### src/rtl/adder_pkg.sv
`default_nettype none
// ============================================================================
// Module  : adder_pkg
// Brief   : Shared state encoding and sizing helper for the sequential adder.
// Revision: 1.0 - initial release
// ============================================================================
package adder_pkg;

    typedef enum logic [1:0] {
        IDLE = 2'd0,
        CALC = 2'd1,
        DONE = 2'd2
    } adder_seq_state_t;

    // Slice index width; a single-slice build still needs a 1-bit counter.
    function automatic int idx_width(input int nchunk);
        return (nchunk > 1) ? $clog2(nchunk) : 1;
    endfunction

endpackage
`default_nettype wire

### src/rtl/adder_nbit.sv
`default_nettype none
// ============================================================================
// Module  : adder_nbit
// Brief   : Combinational WIDTH-bit adder with carry-in and carry-out.
// Revision: 1.0 - initial release
// ============================================================================
module adder_nbit #(
    parameter int WIDTH = 8
) (
    input  logic [WIDTH-1:0] a,
    input  logic [WIDTH-1:0] b,
    input  logic             carry_in,
    output logic [WIDTH-1:0] sum,
    output logic             overflow
);

    assign {overflow, sum} = {1'b0, a} + {1'b0, b} + {{WIDTH{1'b0}}, carry_in};

endmodule
`default_nettype wire

### src/rtl/adder_seq_nbit.sv
`default_nettype none
// ============================================================================
// Module  : adder_seq_nbit
// Brief   : Multi-cycle add/subtract, one CHUNK-bit slice per cycle.
//           Optional self-check compiled in with ADDER_SEQ_CHECK_EN.
// Revision: 1.0 - initial release
// ============================================================================
module adder_seq_nbit
    import adder_pkg::*;
#(
    parameter int WIDTH = 32,
    parameter int CHUNK = 8
) (
    input  logic             clk,
    input  logic             rst,
    input  logic             in_valid,
    output logic             in_ready,
    input  logic [WIDTH-1:0] a,
    input  logic [WIDTH-1:0] b,
    input  logic             carry_in,
    input  logic             sub,
    output logic             out_valid,
    input  logic             out_ready,
    output logic [WIDTH-1:0] sum,
    output logic             overflow,
    output logic             busy
);

    localparam int NCHUNK = WIDTH / CHUNK;
    localparam int IDXW   = idx_width(NCHUNK);
    localparam logic [IDXW-1:0] LAST_IDX = IDXW'(NCHUNK - 1);

    adder_seq_state_t r_state;
    adder_seq_state_t w_state_next;

    logic [WIDTH-1:0] r_a;
    logic [WIDTH-1:0] r_b;
    logic             r_c;
    logic             r_sub;
    logic [IDXW-1:0]  r_idx;
    logic [WIDTH-1:0] r_sum;
    logic             r_ovf;

    logic [31:0]      w_shift;
    logic [WIDTH-1:0] w_mask;
    logic [CHUNK-1:0] w_a_slice;
    logic [CHUNK-1:0] w_b_slice;
    logic [CHUNK-1:0] w_slice_sum;
    logic             w_slice_carry;
    logic             w_accept;
    logic             w_last;

    assign in_ready  = (r_state == IDLE) && !rst;
    assign out_valid = (r_state == DONE);
    assign busy      = (r_state != IDLE);
    assign sum       = r_sum;
    assign overflow  = r_ovf;

    assign w_accept  = in_valid && in_ready;
    assign w_last    = (r_idx == LAST_IDX);

    // Slice selection by shifting keeps every index in range, including CHUNK == WIDTH.
    assign w_shift   = 32'(r_idx) * 32'(CHUNK);
    assign w_a_slice = CHUNK'(r_a >> w_shift);
    assign w_b_slice = CHUNK'(r_b >> w_shift);
    assign w_mask    = WIDTH'({CHUNK{1'b1}}) << w_shift;

    adder_nbit #(
        .WIDTH (CHUNK)
    ) u_slice_adder (
        .a        (w_a_slice),
        .b        (w_b_slice),
        .carry_in (r_c),
        .sum      (w_slice_sum),
        .overflow (w_slice_carry)
    );

    always_ff @(posedge clk) begin
        if (rst) begin
            r_state <= IDLE;
        end else begin
            r_state <= w_state_next;
        end
    end

    always_comb begin
        w_state_next = r_state;
        case (r_state)
            IDLE:    if (w_accept)  w_state_next = CALC;
            CALC:    if (w_last)    w_state_next = DONE;
            DONE:    if (out_ready) w_state_next = IDLE;
            default: w_state_next = IDLE;
        endcase
    end

    // Subtraction runs as a + ~b + ~borrow; the final carry is inverted back to a borrow.
    always_ff @(posedge clk) begin
        if (rst) begin
            r_a   <= '0;
            r_b   <= '0;
            r_c   <= 1'b0;
            r_sub <= 1'b0;
            r_idx <= '0;
            r_sum <= '0;
            r_ovf <= 1'b0;
        end else begin
            case (r_state)
                IDLE: begin
                    if (w_accept) begin
                        r_a   <= a;
                        r_b   <= sub ? ~b : b;
                        r_c   <= sub ? ~carry_in : carry_in;
                        r_sub <= sub;
                        r_idx <= '0;
                    end
                end
                CALC: begin
                    r_sum <= (r_sum & ~w_mask) | (WIDTH'(w_slice_sum) << w_shift);
                    r_c   <= w_slice_carry;
                    if (w_last) begin
                        r_ovf <= r_sub ^ w_slice_carry;
                    end else begin
                        r_idx <= r_idx + 1'b1;
                    end
                end
                default: ;
            endcase
        end
    end

`ifdef ADDER_SEQ_CHECK_EN
    logic [WIDTH-1:0] r_chk_a;
    logic [WIDTH-1:0] r_chk_b;
    logic             r_chk_cin;
    logic             r_chk_sub;
    logic [WIDTH:0]   w_chk_expect;

    always_ff @(posedge clk) begin
        if (w_accept) begin
            r_chk_a   <= a;
            r_chk_b   <= b;
            r_chk_cin <= carry_in;
            r_chk_sub <= sub;
        end
    end

    // The extra MSB of a WIDTH+1-bit difference is exactly the borrow.
    assign w_chk_expect = r_chk_sub
        ? ({1'b0, r_chk_a} - {1'b0, r_chk_b} - (WIDTH+1)'(r_chk_cin))
        : ({1'b0, r_chk_a} + {1'b0, r_chk_b} + (WIDTH+1)'(r_chk_cin));

    a_result_ok : assert property (@(posedge clk) disable iff (rst)
        out_valid |-> ({overflow, sum} == w_chk_expect))
        else $error("adder_seq_nbit: result %h expected %h", {overflow, sum}, w_chk_expect);

    a_inputs_known : assert property (@(posedge clk) disable iff (rst)
        w_accept |-> !$isunknown({a, b, carry_in, sub}))
        else $error("adder_seq_nbit: X/Z on operands at capture");
`else
    // Checker disabled: no shadow state is built.
`endif

endmodule
`default_nettype wire
### config.mk
export PLATFORM = sky130hd
export DESIGN_NAME = adder_seq_nbit
export DESIGN_NICKNAME = d
export VERILOG_FILES = /design/src/rtl/adder_pkg.sv /design/src/rtl/adder_nbit.sv /design/src/rtl/adder_seq_nbit.sv
export SDC_FILE = /design/constraint.sdc
export NUM_CORES = 1
export LEC_CHECK = 0
export BUFFER_PORTS_ARGS = -buffer_cell sky130_fd_sc_hd__buf_2
export CAP_MARGIN = 20
export CORE_MARGIN = 2
export CORE_UTILIZATION = 46
export CTS_CLUSTER_SIZE = 40
export DETAILED_ROUTE_END_ITERATION = 6
export PLACE_DENSITY = 0.69
export SETUP_SLACK_MARGIN = 0.2
export SLEW_MARGIN = 20
export SYNTH_ARGS = -nofsm -noshare
export SYNTH_HDL_FRONTEND = slang
export SYNTH_HIERARCHICAL = 1
export SYNTH_SLANG_ARGS = --single-unit
export TNS_END_PERCENT = 30
### constraint.sdc
create_clock -name clk -period 3.5 [get_ports clk]
set_input_delay 0.175 -clock clk [delete_from_list [all_inputs] [get_ports clk]]
set_output_delay 0.175 -clock clk [all_outputs]
set_load 0.01 [all_outputs]
# After elaboration in Yosys (flattened, before gate mapping)
# Index checks and enable logic that the tools add are counted.
[word_totals] ff_bits=103 latch_bits=0 ramBits=0 rom_bits=0 word_cells=50 memories=0
[classes] add_sub_neg=3 n_mul=0 div=0 n_lt_le_gt_ge=0 eq_ne=7 shifts=4 muxes=11 bitwise_logic=6 n_reduce_logical=11
[ops] op="$not 32->32" count=2
[ops] op="$shr 32x5->8" count=2
[ops] op="$and 32x32->32" count=1
[ops] op="$mux 32" count=1
[ops] op="$or 32x32->32" count=1
[ops] op="$shl 8x5->32" count=1
[ops] op="$shl 8x5->32 const A" count=1
[ops] op="$mux 2" count=5
[ops] op="$add 8x8->9" count=1
[ops] op="$add 9x1->9" count=1
[ops] op="$ne 2x2->1 const B" count=3
[ops] op="$pmux 2 s3" count=1
[ops] op="$reduce_and 2->1" count=3
[ops] op="$reduce_and 3->1" count=2
[ops] op="$eq 2x2->1 const B" count=2
[ops] op="$pmux 2 s2" count=1
[ops] op="$reduce_bool 2->1" count=2
[ops] op="$add 2x1->2 const B" count=1
[ops] op="$eq 2x1->1 const B" count=1
[ops] op="$logic_and 1x1->1" count=2
[ops] op="$logic_not 2->1" count=1
[ops] op="$mux 1" count=2
[ops] op="$ne 2x1->1 const B" count=1
[ops] op="$pmux 1 s2" count=1
[ops] op="3 further kinds" count=3

# Longest topological paths before layout
[logic_depth] ltp_word=5 ltp_mapped=11 mapped_depth_nobuf=9

# Hierarchy
# The synthesis kept the hierarchy.
[by_module_without_submodules] mod="adder_seq_nbit" n_inst=1 cells_each=466 area_per_inst_um2=4489.3 seq_area_each_um2=2062.0
[by_module_without_submodules] mod="adder_nbit" n_inst=1 cells_each=40 area_per_inst_um2=331.6 seq_area_each_um2=0.0

# Least setup slack after synthesis
# No wires, ideal clock.
[synth_timing] kind="register to register" from="reg r_idx[0]" to="reg r_sum[30] (netlist: sum[30])" setup_ps=59 arrival_time_ps=2977 required_ps=3441 setup_slack_ps=463 path_stages_with_launch=11 path_buffers=1 synth_period_minus_slack_ps=3037 cell_sequence="dfxtp_1 -> buf_2 -> mux4_2 -> fa_1 -> fa_1 -> a21oi_1 -> o21a_1 -> xnor2_1 -> nor2b_1 -> inv_1 -> a2bb2o_1"
[synth_via] elab_chain_cells=5
[synth_rtl] item="start: declaration" line_no="adder_seq_nbit.sv:40" source="logic [IDXW-1:0] r_idx;"
[synth_rtl] item="start signal: assignment" line_no="adder_seq_nbit.sv:123" source="r_idx <= r_idx + 1'b1;"
[synth_rtl] item="$shr 32x5->8" line_no="adder_seq_nbit.sv:64" source="assign w_a_slice = CHUNK'(r_a >> w_shift);"
[synth_rtl] item="net w_a_slice[0]" line_no="adder_seq_nbit.sv:46" source="logic [CHUNK-1:0] w_a_slice;"
[synth_rtl] item="$add 8x8->9" line_no="adder_nbit.sv:17" source="assign {overflow, sum} = {1'b0, a} + {1'b0, b} + {{WIDTH{1'b0}}, carry_in};"
[synth_rtl] item="$add 9x1->9" line_no="adder_nbit.sv:17"
[synth_rtl] item="net w_slice_sum[6]" line_no="adder_seq_nbit.sv:48" source="logic [CHUNK-1:0] w_slice_sum;"
[synth_rtl] item="$shl 8x5->32" line_no="adder_seq_nbit.sv:118" source="r_sum <= (r_sum & ~w_mask) | (WIDTH'(w_slice_sum) << w_shift);"
[synth_rtl] item="$or 32x32->32" line_no="adder_seq_nbit.sv:118"
[synth_rtl] item="end signal: assignment" line_no="adder_seq_nbit.sv:118"
[synth_rtl] item="end: declaration" line_no="adder_seq_nbit.sv:41" source="logic [WIDTH-1:0] r_sum;"
# The timed path passes the listed nets, and every way through them passes these cells.
# A chain may end at the register's enable or synchronous reset.

# Worst setup path in the final report
# Same ends and word-level chain as after synthesis.

==> metrics.md <==
| Metric | Value |
|---|---|
| DRC | `0` |
| DP Cell Count | `723` |
| I/O pin count | `106` |
| Worst Path Arrival | `3.36 ns` |
| Met2 global-route usage | `0.312` |
| TritonCTS clock tree | `built` |
| Area of the mapped netlist | `4820 um2` |
| CP max stage delay | `0.55 ns` |
| Setup Fix Bufs, Post-CTS | `0` |
| Min-Delay Path Class | `primary input to flip-flop` |
| Initial Util | `0.471` |
| Antenna viol nets, final | `0` |
| Area post-placement | `5460 um2` |
| H-Tree Depth | `3` |
| Max clock buf depth | `2` |
| Flops & latches, synth | `103` |
| Max_slew headroom | `0.335` |
| Diode count | `0` |
| Slew @ Worst Pin | `0.993 ns` |
| Cell Pwr Density | `424 nW/um2` |
| Hold Crit Depth | `3` |
| Num CTS Buffers | `9` |
| Cells after Synth | `506` |
| Post-layout min period | `3.05 ns` |
| Final Hold Viols | `0` |
| GR Layer Usage met1 | `0.258` |
| Post-route cell area | `5740 um2` |
| Number of synthesized flops with an enable pin | `0` |
| Ys flop type | `dfxtp_1` |
| Global-route met3 utilization | `0.0417` |
| Clk_skew | `0.0105 ns` |
| Antenna violations before repair | `1` |
| CP startpoint kind | `flip-flop` |
| Max_cap viols | `0` |
| Wirelength per Cell | `14.1 um` |
| Core Area | `10200 um2` |
| Die width | `106 um` |
| GRT overflow | `0` |
| Worst path top cell family by delay | `adder cells` |
| FF+latch area | `2060 um2` |
| Global route hottest layer | `met2` |
| Routability Congestion | `0.854` |
| Port bufs | `105` |
| Final period util | `0.872` |
| Final nets | `690` |
| Worst path slowest cell | `mux4_2` |
| Cell taking the most area after synthesis | `dfxtp_1` |
| CTS Sinks | `103` |
| Crit Reg-Reg Startpoint | `r_idx[0]` |
| First-pass GRT wire length | `17.4 mm` |
| CP Depth | `9` |
| Syn_nets | `589` |
| Asr flop ratio synth | `0` |
| Crit path required time | `3.81 ns` |
| CP Max Fanout | `7` |
| Final Max Tran Viols | `0` |
| Fmax | `0.328 GHz` |
| Reg2Reg Capture Point | `sum[30]` |
| Largest net degree at the start of global routing | `86` |
| DR vias | `3798` |
| Drt initial violations | `124` |
| Most frequent cells in the layout | `105 x buf_2, 102 x dfxtp_1, 67 x nand2b_1, 67 x nand2_1, 49 x o21ai_0` |
| CTS Root Cell | `clkbuf_8` |
| Clk_lat worst skew | `0.37 ns` |
| Synth top area share | `0.428` |
| Area of the multi-input gates | `2560 um2` |
| Hold Startpoint | `a[16]` |
| Crit path buf inv count | `1` |
| R2R depth | `9` |
| WS Path Type | `flip-flop to flip-flop` |
| Hold slack | `0.00635 ns` |
| Filler instances | `949` |
| Chip Height | `106 um` |
| Mapped Avg Cell Area | `9.53 um2` |
| Fin Setup TNS | `0 ns` |
| Register area share after synthesis | `0.428` |
| Clock slew at reported path FFs | `0.10 ns` |
| Vias in the first global route | `3575` |
| Non-Filler Instances | `748` |
| DRT Wirelength | `10.6 mm` |
| Row count | `37` |
| RSZ-0062 raised after global routing | `false` |
| Count of final setup violators | `0` |
| Area of the die | `11300 um2` |
| First-pass detailed-route iteration total | `5` |
| Post-synth cell types | `44` |
| Status | `finished, final reports clean` |
| Yosys warnings | `6` |
| Post-DP HPWL | `7.76 mm` |
| Reg-to-reg slack, setup | `0.45 ns` |
| Leak pwr | `0.00239 uW` |
| Critical Path End Type | `flip-flop` |
| Critical-path cell list | `mux4_2 -> fa_1 -> fa_1 -> a21oi_1 -> o21a_1 -> xnor2_1 -> nor2b_1 -> inv_1 -> a2bb2o_1` |
| Most common cell after layout, fill and taps aside | `buf_2` |
| Cell mode on critical path | `fa_1` |
| Via density | `5.08` |
| Fraction of layout cells with a size suffix above 1 | `0.257` |
| Worst VDD drop | `0.263 mV` |
| Top cells by area, synth | `dfxtp_1 43%, nand2b_1 8.7%, mux4_2 7.5%` |
| GRT Total Usage | `0.193` |
| Hold path endpoint | `r_a[16]` |
| Area Overhead vs Synth | `19.1%` |
-- metrics by stage --
step / setup slack, ns / util / total power [uW]
after floorplan: 0.463 / - / 1610
after global placement: 0.441 / 0.533 / 1740
after detailed placement: 0.383 / 0.533 / 1750
after CTS: 0.337 / 0.561 / 2460
after global routing: 0.258 / 0.561 / 2570
final: 0.447 / 0.561 / 2440
-- layer usage --
layer	wire (um)	part of all wire	vias to the layer above
li1	-	-	1929
met1	4860	0.46	1752
met2	4930	0.47	107
met3	628	0.059	8
met4	131	0.012	2
met5	11	0.0010	-
-- how the worst max path moves through the flow --
| stage | startpoint | end | slack (ns) |
|---|---|---|---|
| finish | r_idx[0] | sum[30] | 0.45 |
| global route | r_idx[0] | sum[30] | 0.26 |
| CTS | r_idx[0] | sum[28] | 0.34 |
| detailed placement | r_idx[0] | sum[30] | 0.38 |
| global placement | r_idx[0] | sum[28] | 0.44 |
| floorplan | r_idx[0] | sum[30] | 0.46 |
-- report_power, final --
group	switching, uW	total (uW)	internal [uW]
clock network	430	706	276
registers	45.9	1290	1250
logic	226	436	210
total	702	2440	1730
-- flip-flops by register name, indices dropped and copies added, names as in the netlist --
register,count
r_a,32
r_b,32
sum,32
r_idx,2
r_state,2
overflow,1
r_c,1
r_sub,1
-- kinds of logic (layout without fill, tap and decap cells) --
| group | Yosys count | count (layout) | synth area share |
|---|---|---|---|
| AND/OR/NAND/NOR | 167 | 167 | 0.187 |
| flip-flops | 103 | 103 | 0.428 |
| multiplexers | 17 | 17 | 0.0768 |
| XOR/XNOR | 38 | 38 | 0.0690 |
| adder cells (fa/ha/maj) | 13 | 13 | 0.0369 |
| buffers and inverters | 47 | 153 | 0.0420 |
| AO/OA/AOI/OAI | 121 | 121 | 0.160 |
-- cells in the mapped netlist, types with 2 or more instances --
library cell / instances
nand3_1: 5
nand3b_1: 3
xnor2_1: 3
a21o_1: 2
a21oi_1: 10
buf_4: 3
nor3_1: 2
nor2_1: 2
xor2_1: 35
fa_1: 2
o21ai_0: 49
a311o_1: 2
ha_1: 11
nand2b_1: 67
a21oi_2: 2
buf_1: 3
mux4_2: 16
nor2b_1: 11
nand2_1: 67
o2bb2ai_1: 7
nor3_2: 3
buf_2: 12
a22o_1: 24
inv_1: 14
o21ai_1: 17
clkbuf_1: 14
dfxtp_1: 103
-- worst reg2reg max path, cell delays in order (launching register included) --
cell and delay, ns:
dfxtp_2 0.44, mux4_2 0.55, fa_1 0.48, fa_1 0.43
a21oi_1 0.23, o21a_1 0.18, xnor2_1 0.12, nor2b_1 0.26
inv_1 0.06, a2bb2o_1 0.23
-- area by class of cell --
cell class,instances,area share
Multi-Input combinational cell,356,0.446
Sequential cell,103,0.359
Timing Repair Buffer,122,0.123
Tap cell,136,0.0296
Clock buffer,9,0.0216
Clock inverter,7,0.0115
Inverter,15,0.00980
-- timing repair --
action                                  CTS  global route
endpoints found under the setup margin    0            13
resized for setup                         0             3
hold buffers                              9             0
endpoints found under the hold margin     9             0
No activity file was read; power rests on OpenSTA's default activity.
